<file path="src/rtl/sig_measure_core.sv">
// sig_measure_core: measurement core of the frequency meter.
//   Counts rising edges of two asynchronous inputs over a gate window, the high/low duty of
//   sig_in1 over the same window, and the sum of PHASE_AVG sig_in0->sig_in1 edge delays.
//   All results are in sys_clk cycles, held in 32-bit buffers until the next update.
// Parameters:
//   GATE_CYCLES  gate window length in sys_clk cycles (>= 2)
//   PHASE_AVG    phase samples summed per phase_diff_cnt_buf update
// Ports:
//   sys_clk, rst_n          clock (rising edge), asynchronous active-low reset
//   sig_in0, sig_in1        asynchronous measured inputs (in0 = phase reference)
//   sig_freq_cnt_buf1/2     rising edges of sig_in0/sig_in1 in the last gate window
//   phase_diff_cnt_buf      sum of the last PHASE_AVG in0->in1 delays
//   sig_in_high_cnt_buf     cycles sig_in1 sampled high in the last gate window
//   sig_in_low_cnt_buf      cycles sig_in1 sampled low in the last gate window
// Build option:
//   INPUT_SYNC_EN  adds two metastability flops per input ahead of the edge detector.
module sig_measure_core #(
    parameter int unsigned GATE_CYCLES = 100_000_000,
    parameter int unsigned PHASE_AVG   = 4
) (
    input  logic        sys_clk,
    input  logic        rst_n,
    input  logic        sig_in0,
    input  logic        sig_in1,
    output logic [31:0] sig_freq_cnt_buf1,
    output logic [31:0] sig_freq_cnt_buf2,
    output logic [31:0] phase_diff_cnt_buf,
    output logic [31:0] sig_in_high_cnt_buf,
    output logic [31:0] sig_in_low_cnt_buf
);

`ifdef INPUT_SYNC_EN
    localparam int unsigned SyncStages = 4;
`else
    localparam int unsigned SyncStages = 2;
`endif

    typedef enum logic {StIdle, StRun} phase_st_e;

    function automatic logic [31:0] sat_add(input logic [31:0] a, input logic [31:0] b);
        logic [32:0] s;
        s = {1'b0, a} + {1'b0, b};
        return s[32] ? 32'hFFFF_FFFF : s[31:0];
    endfunction

    // Input stage: the last two taps are s0 (newer) and s1 (older).
    logic [SyncStages-1:0] sync0_q, sync1_q;
    logic                  rise0, rise1, level1;

    always_ff @(posedge sys_clk or negedge rst_n) begin
        if (!rst_n) begin
            sync0_q <= '0;
            sync1_q <= '0;
        end else begin
            sync0_q <= {sync0_q[SyncStages-2:0], sig_in0};
            sync1_q <= {sync1_q[SyncStages-2:0], sig_in1};
        end
    end

    assign rise0  = sync0_q[SyncStages-2] & ~sync0_q[SyncStages-1];
    assign rise1  = sync1_q[SyncStages-2] & ~sync1_q[SyncStages-1];
    assign level1 = sync1_q[SyncStages-2];

    // Gate timer and per-window counters.
    logic [31:0] gate_q;
    logic        gate_tick;
    logic [31:0] edge0_q, edge1_q, high_q, low_q;
    logic [31:0] edge0_d, edge1_d, high_d, low_d;

    assign gate_tick = (gate_q == GATE_CYCLES - 1);

    // Next counts include the current cycle, so they are also what the buffers latch.
    always_comb begin
        edge0_d = sat_add(edge0_q, {31'b0, rise0});
        edge1_d = sat_add(edge1_q, {31'b0, rise1});
        high_d  = sat_add(high_q, {31'b0, level1});
        low_d   = sat_add(low_q, {31'b0, ~level1});
    end

    always_ff @(posedge sys_clk or negedge rst_n) begin
        if (!rst_n) begin
            gate_q              <= '0;
            edge0_q             <= '0;
            edge1_q             <= '0;
            high_q              <= '0;
            low_q               <= '0;
            sig_freq_cnt_buf1   <= '0;
            sig_freq_cnt_buf2   <= '0;
            sig_in_high_cnt_buf <= '0;
            sig_in_low_cnt_buf  <= '0;
        end else if (gate_tick) begin
            gate_q              <= '0;
            edge0_q             <= '0;
            edge1_q             <= '0;
            high_q              <= '0;
            low_q               <= '0;
            sig_freq_cnt_buf1   <= edge0_d;
            sig_freq_cnt_buf2   <= edge1_d;
            sig_in_high_cnt_buf <= high_d;
            sig_in_low_cnt_buf  <= low_d;
        end else begin
            gate_q  <= gate_q + 32'd1;
            edge0_q <= edge0_d;
            edge1_q <= edge1_d;
            high_q  <= high_d;
            low_q   <= low_d;
        end
    end

    // Phase measurement: delay_q counts cycles since rise0, so a rise1 records delay_q + 1.
    phase_st_e   phase_st_q;
    logic [31:0] delay_q, acc_q, n_q;
    logic        sample_vld, n_last;
    logic [31:0] sample, acc_sum;

    always_comb begin
        // Coincident edges record 0 whatever the state.
        sample_vld = rise1 & (rise0 | (phase_st_q == StRun));
        sample     = rise0 ? 32'd0 : sat_add(delay_q, 32'd1);
        acc_sum    = sat_add(acc_q, sample);
        n_last     = (n_q == PHASE_AVG - 1);
    end

    always_ff @(posedge sys_clk or negedge rst_n) begin
        if (!rst_n) begin
            phase_st_q         <= StIdle;
            delay_q            <= '0;
            acc_q              <= '0;
            n_q                <= '0;
            phase_diff_cnt_buf <= '0;
        end else begin
            if (sample_vld) begin
                if (n_last) begin
                    phase_diff_cnt_buf <= acc_sum;
                    acc_q              <= '0;
                    n_q                <= '0;
                end else begin
                    acc_q <= acc_sum;
                    n_q   <= n_q + 32'd1;
                end
            end
            // A new rise0 restarts the measurement, discarding any one in flight.
            if (rise0 && !rise1) begin
                phase_st_q <= StRun;
                delay_q    <= '0;
            end else if (sample_vld) begin
                phase_st_q <= StIdle;
            end else if (phase_st_q == StRun) begin
                delay_q <= sat_add(delay_q, 32'd1);
            end
        end
    end

endmodule

</file>
<file path="config.mk">
export PLATFORM = sky130hd
export DESIGN_NAME = sig_measure_core
export DESIGN_NICKNAME = d
export VERILOG_FILES = /design/src/rtl/sig_measure_core.sv
export SDC_FILE = /design/constraint.sdc
export NUM_CORES = 1
export LEC_CHECK = 0
export CORE_MARGIN = 10
export CORE_UTILIZATION = 55
export CTS_CLUSTER_SIZE = 12
export DETAILED_ROUTE_END_ITERATION = 12
export DONT_BUFFER_PORTS = 1
export PLACE_DENSITY = 0.7
export REMOVE_ABC_BUFFERS = 1
export SLEW_MARGIN = 20
export SYNTH_ARGS = -nofsm -noshare
export SYNTH_HDL_FRONTEND = slang
export SYNTH_SLANG_ARGS = --single-unit
</file>
<file path="constraint.sdc">
create_clock -name sys_clk -period 12.18 [get_ports sys_clk]
set_input_delay 2.436 -clock sys_clk [delete_from_list [all_inputs] [get_ports sys_clk]]
set_output_delay 2.436 -clock sys_clk [all_outputs]
set_load 0.01 [all_outputs]
</file>
Word-level counts from Yosys, hierarchy flattened
Cells that the tools add are included.
- $add $sub $neg: 8
- multipliers: 0
- div/mod/pow operators: 0
- $lt $le $gt $ge: 0
- equal/unequal tests: 3
- shifts and indexed selects: 0
- mux-type cells: 19
- bitwise operators: 7
- reduce and logical (&&, ||, !) cells: 6
- operators with widths (cell ; number):
    $mux W32 ; 17
    $add A32 B1 Y33 ; 4
    $add A32 B1 Y32 const B ; 2
    $add A32 B1 Y33 const B ; 1
    $add A32 B32 Y33 ; 1
    $eq A32 B2 Y1 const B ; 1
    $eq A32 B27 Y1 const B ; 1
    $reduce_and A2 Y1 ; 2
    $reduce_bool A2 Y1 ; 2
    $and A1 B1 Y1 ; 3
    $not A1 Y1 ; 3
    $mux W1 ; 2
    $ne A2 B1 Y1 const B ; 1
    $logic_and A1 B1 Y1 ; 1
    $logic_not A1 Y1 ; 1
    $or A1 B1 Y1 ; 1
- register bits: 421
- latch bits: 0
- RAM bits: 0
- bits in read-only memories: 0
- bits of input ports: 4
- output and inout port bits: 160
- word-level logic and storage cells: 59
- memories: 0

Depth between registers and ports, before layout
- depth in word-level cells: 6
- depth in mapped cells: 20
- mapped depth without buffers: 17

Worst setup path before layout
OpenSTA, ideal clock, no wires.
- kind: reg2reg
- start point: register delay_q[14]
- end point: register acc_q[10]
- library setup time: 118 ps
- arrival: 4405 ps
- data required time: 12062 ps
- setup slack: 7656 ps
- cell stages (with the launch flop): 21
- path buffers: 5
- period minus slack after synthesis: 4524 ps
- cells stage by stage: dfrtp_1 > buf_2 > nand4_1 > or3_1 > and4bb_2 > nor3b_2 > nand4_2 > buf_2 > buf_2 > a21oi_1 > ha_1 > clkbuf_1 > a21oi_1 > o21ai_0 > a31oi_1 > nor4b_1 > a211o_1 > a31oi_4 > buf_2 > a21oi_1 > a21o_1
- word-level cells in the longest chain between the ends: 6
- ends and longest elaborated chain (element ; RTL line ; source):
    start, declared ; 112 ; logic [31:0] delay_q, acc_q, n_q;
    start signal, assigned ; 149 ; delay_q <= sat_add(delay_q, 32'd1);
    $add A32 B1 Y33 ; 42 ; s = {1'b0, a} + {1'b0, b};
    $mux W32 ; 43 ; return s[32] ? 32'hFFFF_FFFF : s[31:0];
    $mux W32 ; 119 ; sample = rise0 ? 32'd0 : sat_add(delay_q, 32'd1);
    $add A32 B32 Y33 ; 42 ;
    $mux W32 ; 43 ;
    $mux W32 ; 133 ; if (n_last) begin
    end signal, assigned ; 138 ; acc_q <= acc_sum;
    end, declared ; 112 ;
Every way passes these cells.
A chain may end at the register's enable or synchronous reset.

Final worst setup path
- start point: register delay_q[0]
- end point: register acc_q[7]
The elaborated chain is that of the path after synthesis.

==> results.cfg <==
[outcome]
status = complete, no violations

[synth]
yosysWarnings = 0
synth_fa_ha_area_share_pct = 2.72
synth_area_leaders = dfrtp_1 (51%), nor2_1 (6.8%), xnor2_1 (5.6%)
synth-compound-area-share_pct = 13.2
synth_cell_types = 63
synth_top_family_by_area = simple AND/OR/NAND/NOR gates
synth_edf_count = 0
synth_common_cells = dfrtp_1 (421), nor2_1 (370), nand2_1 (264)
syn_avg_cell_area_um2 = 9.20
ys_seq_area_share_pct = 51.3
syn_area_um2 = 20500
synth.most_common_cell = dfrtp_1
synth-xor-area-share_pct = 8.52
syn-instance-count = 2233
synthFlopType = dfrtp_1
ys_async_sr_fraction_pct = 100
synthMuxAreaShare_pct = 0.396
yosys.area_share.simple_pct = 21.1
synth_top_area_share_pct = 51.3
ys_ff_latch = 421
yosys.area.top_type = dfrtp_1

[setup_path]
path_class = reg2reg
path_max_fanout = 54
max_stage_delay_ns = 0.72
worst-path-buf-inv = 1
slowest_stage = a31oi_4
cp-end-kind = register
crit_top_cell = a21oi_1
critPathRequiredTime_ns = 12.65
cp-start-kind = register
cp_top_family = compound AO/OA/AOI/OAI gates
crit_arrival_ns = 5.88
path_cells = ha_1 -> nand3_1 -> nor2_1 -> and4bb_2 -> nor3b_2 -> nand4_2 -> buf_4 -> a21oi_1 -> ha_1 -> a21oi_1 -> o211ai_1 -> a31oi_1 -> nor4b_1 -> a211o_1 -> a31oi_4 -> a21oi_1 -> a21o_1

[layout]
drive_gt1_share_pct = 4.36
nets = 2225
multi_input_area_um2 = 9480
utilization_pct = 60.4
seqCellArea_um2 = 10500
n_antenna_cell = 0
area_growth_pct = 7.79
fillers = 3153

[floorplan]
die_h_um = 213
start_util_pct = 56.0
rows = 70
core_region_area_um2 = 36700
die_w_um = 213
die_area_um2 = 45500
pin_count = 164

[routing]
drtPass1Iterations = 5
drt_iter0_drc = 1201
routedWlPerCell_um = 17.8
vias_per_cell = 5.81
vias = 15500
remaining_drc_errors = 0
routed_wl_mm = 47.6
antenna_left = 0

[sta]
setup_viol = 0
rsz0062_at_grt = no
final_max_slew_viol_count = 0
skew_ns = 0.0173
worst_hold_slack_ns = 0.377
finalCriticalPeriod_ns = 5.42
fin_crit_sh_pct = 44.5
max_freq_ghz = 0.185
tightest_slew_ns = 1.13
hold_viol = 0
slew_headroom_pct = 24.6

[grt]
antenna_found_initial = 0
grtUsageTotal_pct = 20.9
grt_max_degree = 422
grt_pass1_wl_mm = 77.5
overflow = 0
grt_pass1_vias = 15100

[cts]
holdBufCountCts = 0
post_cts_resized = 0
cts_root_buffer = clkbuf_16
cts_setup_buffers = 0
cts_buffers = 45
htreeDepth = 2
clkSlewWorstSetupHoldPaths_ns = 0.06
cts_num_sinks = 421
tritoncts = yes
clk_path_buf_depth = 3
clkLatencyLatePin_ns = 0.59

[placed_design]
port-buffer-count = 0
hpwl_mm = 32.3
routabilityCongestion = 0.869

[hold_path]
hold_class = reg2reg

[flow_run]
maxCapViolCount = 0

[power]
powerDensity_nw_per_um2 = 148
p_leak_uw = 0.0102
ir_worst_vdd_mv = 0.134
flip-flops by register name (all words and copies together), names as in the netlist:
name,flops
gate_q,32
n_q,32
sig_freq_cnt_buf2,32
phase_diff_cnt_buf,32
low_q,32
sync1_q,2
delay_q,32
sig_freq_cnt_buf1,32
edge1_q,32
phase_st_q,1
acc_q,32
sig_in_high_cnt_buf,32
high_q,32
sync0_q,2
edge0_q,32
sig_in_low_cnt_buf,32
layout make-up:
| class | instances | area share, % |
|---|---|---|
| Sequential cell | 421 | 47.6 |
| Multi-Input combinational cell | 1674 | 42.8 |
| Clock buffer | 67 | 5.95 |
| Tap cell | 468 | 2.64 |
| Inverter | 25 | 0.424 |
| Timing Repair Buffer | 10 | 0.356 |
| Clock inverter | 4 | 0.243 |
stage by stage:
stage / instances / cell area (um^2) / worst slack [ns] / TNS, ns / total power (uW)
floorplan: 2120 / 20100 / -1.37 / -85.99 / 1880
global placement: 2598 / 20800 / 7.10 / 0 / 1990
detailed placement: 2598 / 20800 / 6.87 / 0 / 2000
CTS: 2669 / 22100 / 6.84 / 0 / 3310
global route: 2669 / 22100 / 6.43 / 0 / 3450
finish: 2669 / 22100 / 6.76 / 0 / 3280
where the power goes:
group          switching (uW)  internal (uW)
Combinational             205            141
Sequential                127           1510
Clock                     552            746
routing by layer:
layer  wire length (um)  vias up  share of wire [%]  global-route usage [%]
met4               1150        0                2.4                    6.36
met2              21600      310                 45                    32.5
met3               4010       76                8.4                    7.10
met5                  0        -                  0                       0
li1                   -     7584                  -                       -
met1              20800     7533                 44                    27.0
kinds of logic after synthesis:
group | after synthesis
simple gates | 948
compound gates | 474
flops | 421
xor+xnor | 200
buf+inv | 138
fa+ha+maj | 44
mux | 8
worst paths after layout:
path                                        start                                  to  slack [ns]  cells past startpoint
setup / recovery           delay_q[0]$_DFFE_PN0P_                acc_q[7]$_DFFE_PN0P_        6.76                     17
hold / removal               sync0_q[0]$_DFF_PN0_                sync0_q[1]$_DFF_PN0_        0.38                      0
setup reg to reg           delay_q[0]$_DFFE_PN0P_                acc_q[7]$_DFFE_PN0P_        6.76                     17
hold reg to reg              sync0_q[0]$_DFF_PN0_                sync0_q[1]$_DFF_PN0_        0.38                      0
max in group asynchronous                   rst_n                edge0_q[4]$_DFF_PN0_        9.71                      0
min in group asynchronous                   rst_n  sig_in_low_cnt_buf[19]$_DFFE_PN0N_        1.55                      0
worst reg2reg max path: cells and delay by family, from the launching register on:
| kind | cells | cell delay [ns] |
|---|---|---|
| AO/OA/AOI/OAI | 8 | 2.62 |
| adder cells (fa/ha/maj) | 2 | 0.56 |
| buffers and inverters | 1 | 0.32 |
| flip-flops | 1 | 0.39 |
| AND/OR/NAND/NOR | 6 | 1.41 |
cell usage in the layout, fill, tap and decap left out, types with 4 or more instances in the layout:
master	count
nor4_1	14
o22a_1	16
nor2_1	370
inv_1	24
ha_1	43
nor4b_1	4
clkbuf_1	11
xnor2_1	132
xor2_1	68
nor2b_1	11
a41oi_1	4
clkbuf_16	45
mux2i_1	7
o31ai_1	4
nand3_1	97
a21o_1	27
nor3_1	15
dfrtp_1	421
o21bai_1	6
clkbuf_8	11
o21ai_0	172
or3_1	13
buf_4	9
nand2b_1	8
and4_1	20
and3_1	46
o21ai_1	23
a21oi_1	147
nand2_1	264
and2_1	8
o211ai_1	4
a31o_2	4
o21a_1	7
a31oi_1	39
nand4_1	50
(Power assumes the default switching activity.)
